## src/rtl/dot_product_acc.sv

```systemverilog
// dot_product_acc: streaming signed N-lane dot product; 3-stage pipeline (multiply, tree, accumulate).
// Define DOT_SATURATE_EN for a saturating accumulator with sticky out_sat; default build wraps.
module dot_product_acc #(
  parameter int N          = 4,
  parameter int DATA_WIDTH = 8,
  parameter int ACC_WIDTH  = 32,
  parameter int CNT_WIDTH  = 16
) (
  input  logic                    clk,
  input  logic                    rst,
  input  logic                    clear,
  input  logic                    in_valid,
  output logic                    in_ready,
  input  logic [N*DATA_WIDTH-1:0] in_a,
  input  logic [N*DATA_WIDTH-1:0] in_b,
  input  logic                    in_last,
  output logic                    out_valid,
  input  logic                    out_ready,
  output logic [ACC_WIDTH-1:0]    out_data,
  output logic [CNT_WIDTH-1:0]    out_beats,
  output logic                    out_sat
);
  localparam int PW = 2 * DATA_WIDTH;
`ifdef DOT_SATURATE_EN
  // Keep the tree sum exact so an oversized single beat clips rather than wraps.
  localparam int TW = PW + $clog2(N) + 1;
  localparam int SW = (ACC_WIDTH > TW) ? ACC_WIDTH : TW;
`else
  localparam int SW = ACC_WIDTH;
`endif

  logic stall;
  logic accept;
  logic v1, l1, v2, l2;
  logic signed [PW-1:0]        prod_d [N];
  logic signed [PW-1:0]        prod_q [N];
  logic signed [SW-1:0]        sum_d, sum_q;
  logic signed [ACC_WIDTH-1:0] acc, acc_nxt;
  logic [CNT_WIDTH-1:0]        cnt;

  assign stall    = out_valid & ~out_ready;
  assign in_ready = ~rst & ~stall;
  assign accept   = in_valid & in_ready;

  for (genvar i = 0; i < N; i++) begin : g_mul
    assign prod_d[i] = PW'($signed(in_a[i*DATA_WIDTH +: DATA_WIDTH]))
                     * PW'($signed(in_b[i*DATA_WIDTH +: DATA_WIDTH]));
  end

  always_comb begin
    sum_d = '0;
    for (int i = 0; i < N; i++) sum_d = sum_d + SW'(prod_q[i]);
  end

`ifdef DOT_SATURATE_EN
  localparam logic signed [ACC_WIDTH-1:0] ACC_MAX = {1'b0, {(ACC_WIDTH-1){1'b1}}};
  localparam logic signed [ACC_WIDTH-1:0] ACC_MIN = {1'b1, {(ACC_WIDTH-1){1'b0}}};
  logic signed [SW:0] wide;
  logic clip_hi, clip_lo, clip, sat_q;

  assign wide    = (SW+1)'(acc) + (SW+1)'(sum_q);
  assign clip_hi = wide > (SW+1)'(ACC_MAX);
  assign clip_lo = wide < (SW+1)'(ACC_MIN);
  assign clip    = clip_hi | clip_lo;

  always_comb begin
    acc_nxt = wide[ACC_WIDTH-1:0];
    if (clip_hi) acc_nxt = ACC_MAX;
    if (clip_lo) acc_nxt = ACC_MIN;
  end

  // Sticky clip flag travels with the vector and is latched alongside the result.
  always_ff @(posedge clk) begin
    if (rst) begin
      sat_q   <= 1'b0;
      out_sat <= 1'b0;
    end else if (clear) begin
      sat_q <= 1'b0;
    end else if (!stall && v2) begin
      if (l2) begin
        out_sat <= sat_q | clip;
        sat_q   <= 1'b0;
      end else begin
        sat_q <= sat_q | clip;
      end
    end
  end
`else
  always_comb acc_nxt = acc + sum_q;
  assign out_sat = 1'b0;
`endif

  // Datapath registers carry no reset; the stage valids qualify them.
  always_ff @(posedge clk) begin
    if (!stall) begin
      prod_q <= prod_d;
      sum_q  <= sum_d;
    end
  end

  always_ff @(posedge clk) begin
    if (rst) begin
      v1        <= 1'b0;
      l1        <= 1'b0;
      v2        <= 1'b0;
      l2        <= 1'b0;
      acc       <= '0;
      cnt       <= '0;
      out_valid <= 1'b0;
      out_data  <= '0;
      out_beats <= '0;
    end else begin
      if (out_valid && out_ready) out_valid <= 1'b0;
      if (clear) begin
        v1  <= 1'b0;
        v2  <= 1'b0;
        acc <= '0;
        cnt <= '0;
      end else if (!stall) begin
        v1 <= accept;
        l1 <= in_last;
        v2 <= v1;
        l2 <= l1;
        if (v2) begin
          if (l2) begin
            out_data  <= acc_nxt;
            out_beats <= cnt + 1'b1;
            out_valid <= 1'b1;
            acc       <= '0;
            cnt       <= '0;
          end else begin
            acc <= acc_nxt;
            cnt <= cnt + 1'b1;
          end
        end
      end
    end
  end
endmodule

```

## config.mk

```make
export PLATFORM = sky130hd
export DESIGN_NAME = dot_product_acc
export DESIGN_NICKNAME = d
export VERILOG_FILES = /design/src/rtl/dot_product_acc.sv
export SDC_FILE = /design/constraint.sdc
export NUM_CORES = 1
export LEC_CHECK = 0
export BUFFER_PORTS_ARGS = -buffer_cell sky130_fd_sc_hd__buf_4
export CORE_MARGIN = 1.5
export CORE_UTILIZATION = 25
export CTS_CLUSTER_DIAMETER = 100
export DETAILED_ROUTE_END_ITERATION = 10
export PLACE_DENSITY_LB_ADDON = 0.3
export REMOVE_ABC_BUFFERS = 1
export SLEW_MARGIN = 20
export SYNTH_ARGS = -nofsm -noshare
export SYNTH_HDL_FRONTEND = slang
export SYNTH_SLANG_ARGS = --single-unit
```

## constraint.sdc

```tcl
create_clock -name clk -period 6.77 [get_ports clk]
set_input_delay 1.0155 -clock clk [delete_from_list [all_inputs] [get_ports clk]]
set_output_delay 1.0155 -clock clk [all_outputs]
set_load 0.05 [all_outputs]
```

# Word level (Yosys, flattened, before mapping)

Cells that the tools add are included.
Widths: inputs -> output; s select.

Bits in registers: 197
Latch bits: 0
Bits in writable memories: 0
Bits in read-only memories: 0
Input port bits: 70
Output and inout port bits: 51
Logic and storage cells: 42
Memories: 0

Add/subtract/negate cells: 5
$mul: 4
Div/mod/pow operators: 0
Magnitude comparators: 0
Equality and inequality tests: 0
Shift operators: 0
Multiplexer cells: 7
Bitwise logic cells: 7
Reduce and logical (&&, ||, !) cells: 5

Operators with widths:

| cell                  | count |
|---|---|
| $mul 8x8->16          | 4 |
| $add 32x32->32        | 1 |
| $mux 32               | 1 |
| $add 18x16->19        | 1 |
| $add 17x16->18        | 1 |
| $add 16x16->17        | 1 |
| $add 16x1->16 const B | 1 |
| $mux 16               | 1 |
| $mux 1                | 5 |
| $not 1->1             | 4 |
| $reduce_and 2->1      | 2 |
| $reduce_and 4->1      | 1 |
| $and 1x1->1           | 3 |
| $reduce_or 2->1       | 1 |
| $logic_and 1x1->1     | 1 |

# Longest topological paths before layout

Gate-level depths: netlist of the first run.

Depth in word-level cells: 6
Gate-level depth with buffers: 18
Gate-level depth less buffers: 18

# Worst setup path after synthesis of the first run

OpenSTA, ideal clock, no wires.

Kind: input port to flip-flop
From: input in_a[29]
To: register prod_q[14] (netlist bit), data pin
Library setup time: 0.195 ns
Data arrival time: 5.057 ns
Data required time: 6.575 ns
Slack: 1.518 ns
Cell stages on the path: 17
Path buffers: 0
Cell sequence: and2_1 > fa_1 > inv_1 > fa_1 > inv_1 > fa_1 > inv_1 > fa_1 > inv_1 > ha_1 > o21ai_0 > a21boi_0 > o21ai_0 > a21oi_1 > o21ai_0 > or4b_2 > o311ai_0

RTL lines:

| what                 | line | source |
|---|---|---|
| from (decl)          | 14   | `input logic [N*DATA_WIDTH-1:0] in_a,` |
| to (signal assigned) | 96   | `prod_q <= prod_d;` |
| to (decl)            | 36   | `logic signed [PW-1:0] prod_q [N];` |

==> impl_metrics.toml, run 1 <==
[outcome]
outcome = "finished, final reports clean"

[power]
cellPowerDensity_mw_per_mm2 = 452
p_leak_nw = 9.97
ir_worst_vdd_uv = 453

[layout]
final_common_cell = "inv_1"
final_cell_mix = "350 x inv_1, 254 x fa_1, 180 x and2_1, 169 x nand2_1, 166 x ha_1"
stdcell_count = 3229
n_antenna_cell = 0
areaGrowthSynthToFinish_pct = 13.3
nets = 2666
drive_gt1_share_pct = 7.95
fillers = 8165

[min_path]
worstHoldPathType = "flop to flop"
hp-start = "acc[30]"

[clock_network]
clk_latency_ps = 450
clock-sinks = 184
path_clk_slew_ps = 70
postCtsSetupBuffers = 0
cts_root_buf = "clkbuf_16"
cts_made_buffers = 17
cts_tree = "built"
holdBufCountCts = 0
clockBufferDepth = 2
cts_resized = 0
cts.htree.levels = 4

[yosys]
ys_warn_count = 0
synth_xor_area_share_pct = 5.18
async_flop_share_pct = 0
synthAdderAreaFrac_pct = 36.5
syn_area_mm2 = 0.0196
synthMuxAreaShare_pct = 0.701
syn_inst = 2082
synth_top_family_by_area = "adder cells"
ys_types = 66
postSynthAreaPerCell_um2 = 9.42
ys_seq_area_share_pct = 23.0
synth_compound_area_share_pct = 10.9
ys_seq_elements = 184
synth_flop_cell = "dfxtp_1"
synth_edf_count = 83
synthSimpleGateAreaFrac_pct = 16.0

[global_route]
grt_max_degree = 84
grt_usage_pct = 11.3
grt_pass1_vias = 14400
grt_pass1_wl_mm = 74.5
antenna_found_initial = 0
grt.overflow.total = 0

[worst_setup_path]
cp-start-kind = "input pin"
cpMaxStageDelayCell = "or4b_2"
end_kind = "flop"
path_class = "input pin to flop"
cp_max_fo = 8
critPathLaunch = "in_a[29]"
crit_chain = "buf_4 -> and2_1 -> fa_1 -> inv_1 -> fa_1 -> inv_1 -> fa_1 -> inv_1 -> fa_1 -> inv_1 -> ha_1 -> o21ai_0 -> a21boi_0 -> o21ai_0 -> a21oi_1 -> o21ai_0 -> or4b_2 -> o311ai_0"
worstPathRequired_ps = 7020
crit_arrival_ps = 5460
cp.buffers_inverters = 5
r2r-start = "prod_q[1]"
slowest_delay_ps = 590
cp_top_family = "adder cells"

[floorplanning]
boundaryPins = 121
dieWidth_um = 283
die_y_um = 283
start_util_pct = 25.3
core_mm2 = 0.0776
die_area_mm2 = 0.0802
rows = 102

[sta]
setup_violations = 0
worstMarginPinSlew_ps = 1080
fin_setup_tns_ps = 0
final_hold_viol_count = 0
drv_slew = 0
fin_crit_sh_pct = 77.0
clock_skew_ps = 15.6
maxClockFrequency_ghz = 0.192
grt_setup_unrepaired = "false"
maxSlewHeadroom_pct = 27.7
fin_crit_ps = 5210

[placement]
gp_congestion = 0.833
dpl.hpwl_mm = 37.2
place_inst = 3197
portBuffers = 119

[run]
maxCapViolCount = 0

[drt]
drt_iter0_markers = 681
wl_per_cell_um = 13.9
drt-pass1-iter-count = 5
drc_errors = 0
wl_mm = 45.0
viasPerCell = 4.34
ant_nets = 0
vias = 14000
-- power by group --
part	leakage (nW)	switching (mW)	total (mW)	internal, mW
sequential	1.70	0.188	2.03	1.84
clock	0.277	0.453	0.974	0.521
combinational	7.99	3.97	7.06	3.09
-- through the flow --
step / cell area, µm² / worst slack (ps) / hold WS (ps) / power (mW) / util (%)
3_3_place_gp: 21700 / 1100 / 436 / 9.08 / 27.9
3_5_place_dp: 21700 / 1080 / 447 / 9.16 / 27.9
2_1_floorplan: 19400 / 1520 / 422 / 7.43 / -
6_report: 22200 / 1560 / 453 / 10.1 / 28.7
5_1_grt: 22200 / 1210 / 477 / 11.1 / 28.7
4_1_cts: 22200 / 1560 / 458 / 10.2 / 28.6
-- cells in the mapped netlist (all sizes together), types with 8 or more instances --
library cell	number	share of area (%)
a22oi	21	0.80
o31ai	8	0.36
xnor2	99	4.4
inv	351	6.7
nand2	169	3.2
a22o	9	0.40
o21ai	64	1.7
dfxtp	101	10
xor2	17	0.76
nor2b	44	1.4
and3	18	0.57
o211ai	12	0.46
nand3	25	0.64
edfxtp	83	13
fa	254	26
nor3	30	0.77
a211oi	18	0.69
a21o	37	1.4
a21oi	101	2.6
nor3b	8	0.31
nor2	109	2.1
nand2b	9	0.29
a31oi	8	0.26
o21a	11	0.42
clkbuf	41	0.79
and2	180	5.7
ha	166	11
-- flip-flops by register name, indices dropped and copies added (netlist names) --
name,cells
prod_q,64
l1,1
acc,32
out_valid,1
out_data,32
v2,1
l2,1
sum_q,19
out_beats,16
v1,1
cnt,16
-- area by class of cell --
type | instances | area, µm² | area share, %
repair buffers | 123 | 927 | 4.17
clock buffers | 19 | 443 | 1.99
well taps | 1040 | 1300 | 5.85
inverters | 351 | 1320 | 5.93
flip-flops and latches | 184 | 4510 | 20.3
multi-input cells | 1499 | 13600 | 61.2
clock inverters | 13 | 116 | 0.523
-- cells by family after synthesis --
logic type               Yosys count
other                              1
buffers and inverters            399
flip-flops                       184
multiplexers                      13
XOR/XNOR                         116
adder cells (fa/ha/maj)          420
AND/OR/NAND/NOR                  619
AO/OA/AOI/OAI                    330
-- worst paths after layout --
path | endpoint | slack [ps] | cells after the start
setup / recovery | prod_q[14] | 1560 | 18
hold / removal | acc[30] | 450 | 2
setup reg to reg | sum_q[15] | 2410 | 13
hold reg to reg | acc[30] | 450 | 2
-- worst min-delay path, stage by stage, from the launching register on --
cell,delay [ps]
dfxtp_1,320
nand2_1,50
o21ai_1,50
-- layer usage --
metal | wire, µm | up-vias | global-route usage (%)
li1 | - | 6950 | -
met1 | 20800 | 6811 | 14.8
met2 | 22500 | 217 | 20.1
met3 | 1180 | 31 | 1.55
met4 | 497 | 0 | 1.99
met5 | 0 | - | 0
Power figures use the tool's default switching activity.
==> run 2, diff against run 1 <==
==> constraint.sdc (replaced) <==
create_clock -name clk -period 5.4 [get_ports clk]
set_input_delay 0.81 -clock clk [delete_from_list [all_inputs] [get_ports clk]]
set_output_delay 0.81 -clock clk [all_outputs]
set_load 0.05 [all_outputs]
==> impl_metrics.toml, run 2 (synthesis gave the netlist of run 1 again) <==
[global_route]
grt_usage_pct = 11.5
grt_pass1_vias = 14700
grt_pass1_wl_mm = 75.6
grt.overflow.total = 0
antenna_found_initial = 0
grt_max_degree = 87

[power]
power_mw = 12.7
cellPowerDensity_mw_per_mm2 = 564
p_leak_nw = 10.1
ir_worst_vdd_uv = 491

[layout]
fillers = 8232
largest_register = "prod_q"
final_util_pct = 28.9
drive_gt1_share_pct = 8.78
final_common_cell = "inv_1"
areaGrowthSynthToFinish_pct = 14.3
largest_reg_flops = 64
largest_registers = "prod_q x64, acc x32, out_data x32"
n_antenna_cell = 0
nets = 2686
final_cell_mix = "350 x inv_1, 254 x fa_1, 180 x and2_1, 169 x nand2_1, 166 x ha_1"

[placement]
gp_congestion = 0.839
dpl.hpwl_mm = 37.9
portBuffers = 119

[worst_setup_path]
worstPathRequired_ps = 5640
r2r_slack_ps = 1390
cp_top_family = "adder cells"
crit_chain = "buf_4 -> and2_1 -> fa_1 -> inv_1 -> fa_1 -> inv_1 -> fa_1 -> inv_1 -> fa_1 -> inv_1 -> ha_1 -> o21ai_0 -> a21boi_0 -> o21ai_0 -> a21oi_1 -> o21ai_0 -> or4b_2 -> o311ai_0"
cpMaxStageDelayCell = "or4b_2"
slowest_delay_ps = 590
end_kind = "flop"
cp.buffers_inverters = 5
cp_max_fo = 2
timing.rr.end = "sum_q[15]"
reg2reg_depth = 13
crit_arrival_ps = 5230
path_class = "input pin to flop"
cp-start-kind = "input pin"
r2r-start = "prod_q[1]"

[floorplanning]
start_util_pct = 25.3
die_area_mm2 = 0.0802
dieWidth_um = 283
core_mm2 = 0.0776
rows = 102
die_y_um = 283
boundaryPins = 121

[clock_network]
cts_resized = 0
clockBufferDepth = 2
cts_made_buffers = 17
cts_tree = "built"
cts_root_buf = "clkbuf_16"
holdBufCountCts = 0
clock-sinks = 184
cts.htree.levels = 4
clk_latency_ps = 450
postCtsSetupBuffers = 0
path_clk_slew_ps = 70

[sta]
final_hold_viol_count = 0
drv_slew = 0
maxClockFrequency_ghz = 0.200
maxSlewHeadroom_pct = 28.6
fin_crit_ps = 4990
grt_setup_unrepaired = "false"
setup_violations = 0
worstMarginPinSlew_ps = 1070
fin_crit_sh_pct = 92.5
clock_skew_ps = 16.6

[drt]
ant_nets = 0
vias = 14200
wl_per_cell_um = 14.0
drt-pass1-iter-count = 5
drc_errors = 0
viasPerCell = 4.38
wl_mm = 45.4
drt_iter0_markers = 676

[run]
maxCapViolCount = 0

[min_path]
worstHoldPathType = "flop to flop"
whs_path_depth = 2
hp-start = "out_data[19]"
min_to = "out_data[19]"

[outcome]
outcome = "finished, final reports clean"
-- run 2: cell types whose count changed in the layout (fill, tap and decap cells not counted) --
cell / change
clkbuf_8: -1
nor2_2: -1
clkinv_1: -3
inv_4: -1
clkinvlp_2: +1
clkbuf_1: +2
bufinv_16: +2
nor2_1: +1
buf_4: +20
-- run 2: worst max path at each step --
stage	from	slack, ps	end	cells after the start
6_report	in_a[29]	410	prod_q[14]	18
5_1_grt	in_a[29]	150	prod_q[14]	18
4_1_cts	in_a[29]	390	prod_q[14]	18
3_5_place_dp	in_a[29]	-70	prod_q[14]	18
3_3_place_gp	in_a[29]	-60	prod_q[14]	18
2_1_floorplan	in_a[29]	350	prod_q[14]	17
-- run 2: worst min-delay path: cells and delay by family (launching register included) --
kind	cells	cell delay [ps]
DFF	1	310
AOI/OAI and AO/OA	1	50
and+or+nand+nor	1	50
-- run 2: routing by layer --
layer | GRT usage [%] | vias to the layer above | share of wire [%] | routed length (µm)
met1 | 14.7 | 6978 | 45 | 20600
met2 | 20.4 | 240 | 50 | 22700
li1 | - | 6982 | - | -
met5 | 0 | - | 0 | 0
met4 | 2.63 | 0 | 1.7 | 783
met3 | 1.59 | 45 | 3.2 | 1430
-- run 2: through the flow --
stage                     TNS, ps  hold WS [ps]  area, µm²  worst slack, ps  cells
final                           0           459      22400              407   3249
after global routing            0           476      22400              147   3249
after CTS                       0           459      22400              391   3249
after detailed placement    -73.1           448      21800            -73.1   3217
after global placement      -59.9           435      21800            -59.9   3217
after floorplan                 0           422      19400              353   2034
-- run 2: where the power goes --
| group | total, mW | switching, mW | leakage, nW | internal (mW) |
|---|---|---|---|---|
| registers | 2.55 | 0.238 | 1.70 | 2.31 |
| clock network | 1.30 | 0.559 | 0.292 | 0.737 |
| logic | 8.82 | 4.92 | 8.09 | 3.90 |
-- run 2: final cells by class --
cell class                 count  area, µm²  area share [%]
timing repair buffer         143       1080            4.80
sequential                   184       4510            20.1
multi-input combinational   1499      13600            60.7
tap                         1040       1300            5.80
inverter                     351       1320            5.88
clock inverter                12        164           0.731
clock buffer                  20        437            1.95
